<file path="src/rtl/serial_add_ctrl.sv">
// Bit-serial add/subtract controller: one full-adder cell, LSB first, registered carry.
// Latency: WIDTH cycles from the start edge to the done pulse; one op per WIDTH+1 cycles.
// Backpressure: none; start is sampled only in IDLE or DONE and ignored while busy.
module serial_add_ctrl #(
    parameter int WIDTH = 8
) (
    input  logic             clk,
    input  logic             rst_n,
    input  logic             start,
    input  logic             sub,
    input  logic [WIDTH-1:0] op_a,
    input  logic [WIDTH-1:0] op_b,
    output logic             busy,
    output logic             done,
    output logic [WIDTH-1:0] result,
    output logic             cout,
    output logic             ovf
);

    localparam int CW = $clog2(WIDTH + 1);

    typedef enum logic [1:0] {
        IDLE = 2'd0,
        RUN  = 2'd1,
        DONE = 2'd2
    } state_t;

    state_t           state;
    logic [WIDTH-1:0] sha;
    logic [WIDTH-1:0] shb;
    logic [WIDTH-1:0] acc;
    logic [CW-1:0]    count;
    logic             carry;

    // Single full-adder cell working on the current LSBs and the carry flop
    logic bit_s;
    logic bit_c;
    logic last_bit;

    // Bit cell and last-bit detect
    always_comb begin
        bit_s    = sha[0] ^ shb[0] ^ carry;
        bit_c    = (sha[0] & shb[0]) | ((sha[0] ^ shb[0]) & carry);
        last_bit = (count == CW'(WIDTH - 1));
    end

    // Sequencer: operand latch, bit-serial datapath and registered outputs.
    // Outputs only move at the RUN->DONE edge so no partial sum is ever visible.
    always_ff @(posedge clk or negedge rst_n) begin
        if (!rst_n) begin
            state  <= IDLE;
            sha    <= '0;
            shb    <= '0;
            acc    <= '0;
            count  <= '0;
            carry  <= 1'b0;
            busy   <= 1'b0;
            done   <= 1'b0;
            result <= '0;
            cout   <= 1'b0;
            ovf    <= 1'b0;
        end else begin
            case (state)
                IDLE, DONE: begin
                    done <= 1'b0;
                    if (start) begin
                        // Subtraction is A + ~B + 1: invert B here, seed carry with 1
                        sha   <= op_a;
                        shb   <= sub ? ~op_b : op_b;
                        carry <= sub;
                        count <= '0;
                        busy  <= 1'b1;
                        state <= RUN;
                    end else begin
                        state <= IDLE;
                    end
                end
                RUN: begin
                    sha   <= sha >> 1;
                    shb   <= shb >> 1;
                    acc   <= {bit_s, acc[WIDTH-1:1]};
                    carry <= bit_c;
                    count <= count + CW'(1);
                    if (last_bit) begin
                        // carry still holds the carry into the MSB at this edge
                        result <= {bit_s, acc[WIDTH-1:1]};
                        cout   <= bit_c;
                        ovf    <= carry ^ bit_c;
                        busy   <= 1'b0;
                        done   <= 1'b1;
                        state  <= DONE;
                    end
                end
                default: begin
                    busy  <= 1'b0;
                    done  <= 1'b0;
                    state <= IDLE;
                end
            endcase
        end
    end

endmodule
</file>
<file path="config.mk">
export PLATFORM = sky130hd
export DESIGN_NAME = serial_add_ctrl
export DESIGN_NICKNAME = d
export VERILOG_FILES = /design/src/rtl/serial_add_ctrl.sv
export SDC_FILE = /design/constraint.sdc
export NUM_CORES = 1
export LEC_CHECK = 0
export ABC_AREA = 0
export CAP_MARGIN = 10
export CELL_PAD_IN_SITES_DETAIL_PLACEMENT = 0
export CELL_PAD_IN_SITES_GLOBAL_PLACEMENT = 1
export CORE_UTILIZATION = 40
export DETAILED_ROUTE_END_ITERATION = 8
export HOLD_SLACK_MARGIN = 0.12
export PLACE_DENSITY_LB_ADDON = 0.05
export SYNTH_ARGS = -nofsm -noshare
export SYNTH_HDL_FRONTEND = slang
export SYNTH_SLANG_ARGS = --single-unit
</file>
<file path="constraint.sdc">
create_clock -name clk -period 1.7 [get_ports clk]
set_input_delay 0.51 -clock clk [delete_from_list [all_inputs] [get_ports clk]]
set_output_delay 0.51 -clock clk [all_outputs]
set_load 0.01 [all_outputs]
</file>
# ---- Yosys cells after proc, flatten, opt, wreduce, memory -nomap -nowiden
# Index checks and enable logic that the tools add are counted.
dict set report word_totals {
  register_bits 43
  input_bits 20
  word_cells 47
  out_inout_bits 12
}
dict set report op_classes {
  n_eq_ne 5
  bitwise_logic 7
  n_reduce_logical 6
  addsub 1
  n_mux 17
}
# op n
set ops {}
lappend ops {{8-bit one-hot mux with 2 select lines} 2}
lappend ops {{8-bit 2-to-1 mux} 3}
lappend ops {{8-bit NOT} 1}
lappend ops {{4-bit one-hot mux with 2 select lines} 1}
lappend ops {{1-bit 2-to-1 mux} 6}
lappend ops {{2-bit AND reduction} 3}
lappend ops {{4-bit by 1-bit adder with 4-bit output, second input constant} 1}
lappend ops {{4-bit by 3-bit == test with 1-bit output, second input constant} 1}
lappend ops {{4-bit 2-to-1 mux} 1}
lappend ops {{2-bit != test, second input constant} 2}
lappend ops {{1-bit one-hot mux with 2 select lines} 2}
lappend ops {{2-bit one-hot mux with 2 select lines} 1}
lappend ops {{1-bit XOR} 3}
lappend ops {{1-bit bitwise AND} 2}
lappend ops {{2-bit by 1-bit == test with 1-bit output, second input constant} 1}
lappend ops {{2-bit == test, second input constant} 1}
lappend ops {{2-bit logical NOT} 1}
lappend ops {{2-bit 2-to-1 mux} 1}
lappend ops {{2-bit nonzero test} 1}
lappend ops {{2-bit OR reduction} 1}
lappend ops {{1-bit bitwise OR} 1}

# ---- Depth between registers and ports, before layout
# Gate-level depths: netlist (run 1).
dict set report logic_depth {
  depth_word 4
  depth_mapped 5
  mapped_depth_nobuf 4
}

# ---- Least setup slack after synthesis (run 1)
# No wires, ideal clock.
dict set report synth_path {
  path_type {register to register}
  startpoint {register done (netlist name)}
  endpoint {register cout}
  stages_incl_launch_ff 5
  slack_ns 0.292
  setup_time_ns 0.125
  period_less_slack_ns 1.408
  t_required_ns 1.575
  n_path_buf 1
  arrival_time_ns 1.283
  path_cell_list {dfrtp_1 -> nor2b_4 -> and4b_4 -> buf_12 -> mux2_4}
}
# item line_no
set synth_rtl {}
lappend synth_rtl {{to (signal assigned)} 87} ;# cout <= bit_c;
lappend synth_rtl {{to (decl)} 16} ;# output logic cout,

# ---- Worst setup path in the final report (run 1)
dict set report layout_path {
  startpoint {input start}
  endpoint {register shb[4]}
}
dict set report layout_between {
  elab_chain_len 2
}
# item line_no
set layout_lines {}
lappend layout_lines {{from (decl)} 9} ;# input logic start,
lappend layout_lines {{2-bit != test (no line)} -}
lappend layout_lines {{2-bit AND reduction (no line)} -}
lappend layout_lines {{to (signal assigned)} 69} ;# shb <= sub ? ~op_b : op_b;
lappend layout_lines {{to (signal assigned)} 80} ;# shb <= shb >> 1;
lappend layout_lines {{to (decl)} 30} ;# logic [WIDTH-1:0] shb;
# No other way between the ends.
# A chain may end at the register's enable or synchronous reset.

==> results.sh, run 1 <==
export IMPL_status="finished clean"
export IMPL_synth_top_area_share_pct=56.3
export IMPL_grt_max_degree=42
export IMPL_totalWireLength_um=3300
export IMPL_ys_ff_latch=41
export IMPL_fin_cells=220
export IMPL_area_delta_synth_final_pct=27.0
export IMPL_cp_end_kind="register"
export IMPL_drcViolationCount=0
export IMPL_layout_drive_gt1_share_pct=18.5
export IMPL_syn_inst=128
export IMPL_grt_util_all_layers_pct=15.2
export IMPL_start_util_pct=41.8
export IMPL_cp_num_buf_inv=2
export IMPL_power_density_nw_per_um2=1780
export IMPL_crit_arrival_ns=1.73
export IMPL_diodes=0
export IMPL_gp_congestion=0.666
export IMPL_path_cells="clkdlybuf4s50_1 > and2b_1 > nor2_4 > buf_4 > a221o_1"
export IMPL_synth_avg_cell_area_sq_um=14.2
export IMPL_async_flop_share_pct=100
export IMPL_tightest_slew_ns=0.297
export IMPL_cts_hold_buf=0
export IMPL_finish_utilization_pct=53.1
export IMPL_dr_first_iter_drc_count=74
export IMPL_crit_required_ns=1.87
export IMPL_cts_max_level=2
export IMPL_rsz0062_at_grt="no"
export IMPL_core_area_sq_um=4350
export IMPL_cts_buffers=5
export IMPL_synth_largest_area_cell="dfrtp_1"
export IMPL_grt_pass1_wl_um=5580
export IMPL_die_w_um=69.5
export IMPL_maxCapViolCount=0
export IMPL_fin_crit_ns=1.56
export IMPL_ant_nets=0
export IMPL_clk_transition_reported_paths_ns=0.08
export IMPL_fin_worst_skew_ns=0.00803
export IMPL_yosys_warnings=0
export IMPL_setup_slack_ns=0.143
export IMPL_max_freq_mhz=642
export IMPL_setup_violations=0
export IMPL_path_depth=5
export IMPL_slowest_delay_ns=0.50
export IMPL_relSlewSlack_pct=80.2
export IMPL_syn_nets=150
export IMPL_cts_sinks=41
export IMPL_ir_drop_mv=0.732
export IMPL_port_buffers=31
export IMPL_routed_via_density=5.27
export IMPL_pin_count=32
export IMPL_yosysSeqAreaShare_pct=56.3
export IMPL_hpwl_um=2260
export IMPL_pre_cts_ws_ns=-0.157
export IMPL_r2r_cells=4
export IMPL_synth_edf_count=0
export IMPL_tns_ns=0
export IMPL_die_y_um=69.5
export IMPL_finalCritPeriodShare_pct=91.6
export IMPL_final_common_cell="dfrtp_1"
export IMPL_synth_cell_type_count=27
export IMPL_wl_per_cell_um=15.0
export IMPL_nFillCells=355
export IMPL_grt_ovfl_total=0
export IMPL_ys_top_cells_by_area="dfrtp_1, mux2_4, a22o_1"
export IMPL_fin_nets=190
export IMPL_hold_path_class="input pin to async pin"
export IMPL_cp_max_fo=8
export IMPL_die_area_sq_um=4830
export IMPL_rows=24
export IMPL_finalHoldViolations=0
export IMPL_clk_latency_ns=0.29
export IMPL_synth_area_sq_um=1820
export IMPL_criticalPathCategory="input pin to register"
export IMPL_cts_tree="built"
export IMPL_path_delay_family="buffers and inverters"
export IMPL_root_buffer="clkbuf_8"
export IMPL_antenna_found_initial=0
export IMPL_p_leak_nw=1.15
export IMPL_dp_cells=212
export IMPL_synthFlopType="dfrtp_1"
export IMPL_final_cell_mix="dfrtp_1, clkdlybuf4s50_1, a22o_1"
export IMPL_grt_pass1_vias=1150
export IMPL_drv_slew=0
export IMPL_p_total_mw=4.13
export IMPL_drtPass1Iterations=4
export IMPL_ctsLongestPathBuffers=2
export IMPL_crit_slowest_cell="clkdlybuf4s50_1"
export IMPL_cp_start_kind="input pin"
export IMPL_route_vias_total=1159
==> per-layer routing <==
metal,GRT usage (%),wire length [um]
met1,18.9,1480
met2,24.4,1640
met3,3.63,114
met4,8.16,69
met5,0,0
==> cell type report <==
class / count / area (sq um) / area share, %
tap: 52 / 65.1 / 2.81
clock buffer: 5 / 68.8 / 2.97
multi-input combinational: 79 / 729 / 31.5
timing repair buffer: 41 / 389 / 16.8
sequential: 41 / 1030 / 44.3
clock inverter: 2 / 35.0 / 1.51
==> sequential cells by signal, summed over array words and instances (netlist names) <==
signal	cells
result	8
sha	8
shb	8
acc	7
count	4
busy	1
carry	1
cout	1
done	1
ovf	1
state	1
==> power by group <==
group          internal (mW)  total, mW  switching, mW  leakage, nW
Clock                  0.427      0.759          0.332       0.0540
Combinational          0.967       1.65          0.678        0.585
Sequential              1.43       1.72          0.289        0.511
Total                   2.83       4.13           1.30         1.15
==> per-stage QoR <==
step / cell area, sq um / hold slack (ns)
2_1_floorplan: 1820 / 0.214
3_3_place_gp: 2210 / 0.459
3_5_place_dp: 2210 / 0.469
4_1_cts: 2310 / 0.185
5_1_grt: 2310 / 0.190
6_report: 2310 / 0.177
==> cell usage after synthesis, types with 2 or more instances <==
master    number
a22o_1        12
dfrtp_1       41
mux2_1         8
nand3b_1       2
nand2_1        3
buf_2          4
mux2_4         9
a221o_1        7
a21o_1         8
xor2_1         2
nor2_1         8
xnor2_1        7
buf_6          2
mux2i_1        2
==> kinds of logic (layout without fill, tap and decap cells) <==
logic type | after synthesis | in the layout | share of synthesized area, %
compound gates | 28 | 28 | 13.2
xor+xnor | 9 | 9 | 4.33
fa+ha+maj | 2 | 2 | 1.79
buf+inv | 8 | 48 | 3.64
flops | 41 | 41 | 56.3
mux | 20 | 20 | 14.1
simple gates | 20 | 20 | 6.66
==> path summary, 6_finish.rpt <==
kind / to / slack (ns) / start
max in group asynchronous: shb[5] / 1.32 / rst_n
min reg2reg: sha[3] / 0.48 / sha[3]
min in group clk: sha[3] / 0.48 / sha[3]
max reg2reg: result[2] / 0.15 / done
max: shb[4] / 0.14 / start
min: acc[1] / 0.18 / rst_n
==> repair_timing <==
action                     CTS  global route
setup endpoints to repair    9             3
gates cloned                 0             0
resized for setup            9             3
buffers inserted             1             0
Note: power is estimated with default switching activity, not from simulation.
==> run 2: changes to the inputs <==
HOLD_SLACK_MARGIN = unset   (was 0.12)
==> results of run 2 <==
Final layout, timing and power as in run 1 (identical DEF).
==> run 3: changes to the inputs <==
CTS_BUF_LIST = sky130_fd_sc_hd__clkbuf_16   (was unset)
==> run 3 against run 2 <==
  * Sequential power about the same
  * Core utilization increased by 1.5 points
  * Final cell count decreased by 0.45%
  * Largest power group unchanged
  * Routed wire length increased by 0.12%
==> results.sh, run 3 (synthesis gave the netlist of run 1 again) <==
export IMPL_ir_drop_mv=0.902
export IMPL_p_leak_nw=1.19
export IMPL_ctsLongestPathBuffers=2
export IMPL_crit_slowest_cell="clkdlybuf4s50_1"
export IMPL_p_total_mw=4.44
export IMPL_hpwl_um=2260
export IMPL_gp_congestion=0.666
export IMPL_core_area_sq_um=4350
export IMPL_reg2reg_from="count[0]"
export IMPL_finalCritPeriodShare_pct=98.1
export IMPL_wl_per_cell_um=15.1
export IMPL_nFillCells=343
export IMPL_holdWs_ns=0.190
export IMPL_cts_tree="built"
export IMPL_area_delta_synth_final_pct=30.5
export IMPL_totalWireLength_um=3310
export IMPL_max_freq_mhz=599
export IMPL_crit_arrival_ns=1.16
export IMPL_reg_top3="result (8), sha (8), shb (8)"
export IMPL_cts_buffers=5
export IMPL_cp_end_kind="primary output"
export IMPL_die_w_um=69.5
export IMPL_dr_first_iter_drc_count=51
export IMPL_diodes=0
export IMPL_root_buffer="clkbuf_16"
export IMPL_grt_max_degree=42
export IMPL_crit_start="result[2]"
export IMPL_grt_ovfl_total=0
export IMPL_grt_util_all_layers_pct=15.5
export IMPL_dp_cells=212
export IMPL_port_buffers=31
export IMPL_cts_hold_buf=0
export IMPL_start_util_pct=41.8
export IMPL_hold_path_class="input pin to async pin"
export IMPL_grt_pass1_wl_um=5640
export IMPL_cts_max_level=2
export IMPL_maxCapViolCount=0
export IMPL_grt_pass1_vias=1148
export IMPL_antenna_found_initial=0
export IMPL_ant_nets=0
export IMPL_clk_latency_ns=0.28
export IMPL_finalHoldViolations=0
export IMPL_rsz0062_at_grt="no"
export IMPL_final_cell_mix="dfrtp_1, clkdlybuf4s50_1, a22o_1"
export IMPL_die_y_um=69.5
export IMPL_tns_ns=0
export IMPL_clk_transition_reported_paths_ns=0.06
export IMPL_path_delay_family="buffers and inverters"
export IMPL_route_vias_total=1154
export IMPL_slowest_delay_ns=0.53
export IMPL_status="finished clean"
export IMPL_power_density_nw_per_um2=1870
export IMPL_pin_count=32
export IMPL_fin_nets=189
export IMPL_fin_worst_skew_ns=0.00548
export IMPL_layout_drive_gt1_share_pct=18.0
export IMPL_criticalPathCategory="register to primary output"
export IMPL_drtPass1Iterations=4
export IMPL_tightest_slew_ns=0.297
export IMPL_die_area_sq_um=4830
export IMPL_relSlewSlack_pct=80.2
export IMPL_rows=24
export IMPL_drcViolationCount=0
export IMPL_drv_slew=0
export IMPL_path_cells="clkdlybuf4s50_1"
export IMPL_cp_max_fo=2
export IMPL_crit_required_ns=1.19
export IMPL_cp_start_kind="register"
export IMPL_cp_num_buf_inv=1
export IMPL_fin_cells=219
export IMPL_setup_violations=0
export IMPL_fin_crit_ns=1.67
export IMPL_final_common_cell="dfrtp_1"
export IMPL_routed_via_density=5.27
export IMPL_cts_sinks=41
[run 3: where the power goes]
group	internal, mW	total (mW)	switching [mW]	leakage [nW]
Sequential	1.43	1.73	0.295	0.511
Clock	0.681	1.04	0.358	0.0797
Combinational	0.998	1.67	0.673	0.603
Total	3.11	4.44	1.33	1.19
[run 3: through the flow]
| step | utilization (%) | instance area, sq um | setup slack (ns) |
|---|---|---|---|
| after floorplan | - | 1820 | 0.292 |
| after detailed placement | 50.7 | 2210 | -0.157 |
| final | 54.6 | 2380 | 0.0318 |
| after global routing | 54.6 | 2380 | 0.00424 |
| after CTS | 54.3 | 2360 | 0.00103 |
| after global placement | 50.7 | 2210 | -0.150 |
[run 3: repair_timing]
item / in CTS / in global routing
buffers inserted: 0 / 0
endpoints found under the setup margin: 3 / 6
gates cloned: 0 / 0
resized for setup: 3 / 6
[run 3: path summary, 6_finish.rpt]
kind,to,slack (ns),depth (start not counted)
setup reg to reg,result[2],0.21,3
hold reg to reg,sha[4],0.48,1
min in group clk,sha[4],0.48,1
hold / removal,acc[1],0.19,2
max in group asynchronous,shb[0],1.30,2
setup / recovery,result[2],0.03,1
[run 3: cell type report]
cell class                      count  area, sq um  share of cell area [%]
Clock buffer                        5          125                    5.26
Tap cell                           52         65.1                    2.74
Multi-Input combinational cell     79          729                    30.7
Timing Repair Buffer               40          397                    16.7
Clock inverter                      2         35.0                    1.47
Sequential cell                    41         1030                    43.2
[run 3: metal layers]
| layer | GRT usage [%] | up-vias | part of all wire (%) |
|---|---|---|---|
| li1 | - | 536 | - |
| met1 | 19.0 | 581 | 43 |
| met2 | 24.7 | 33 | 50 |
| met3 | 5.38 | 4 | 4.7 |
| met4 | 6.80 | 0 | 1.5 |
| met5 | 0 | - | 0 |
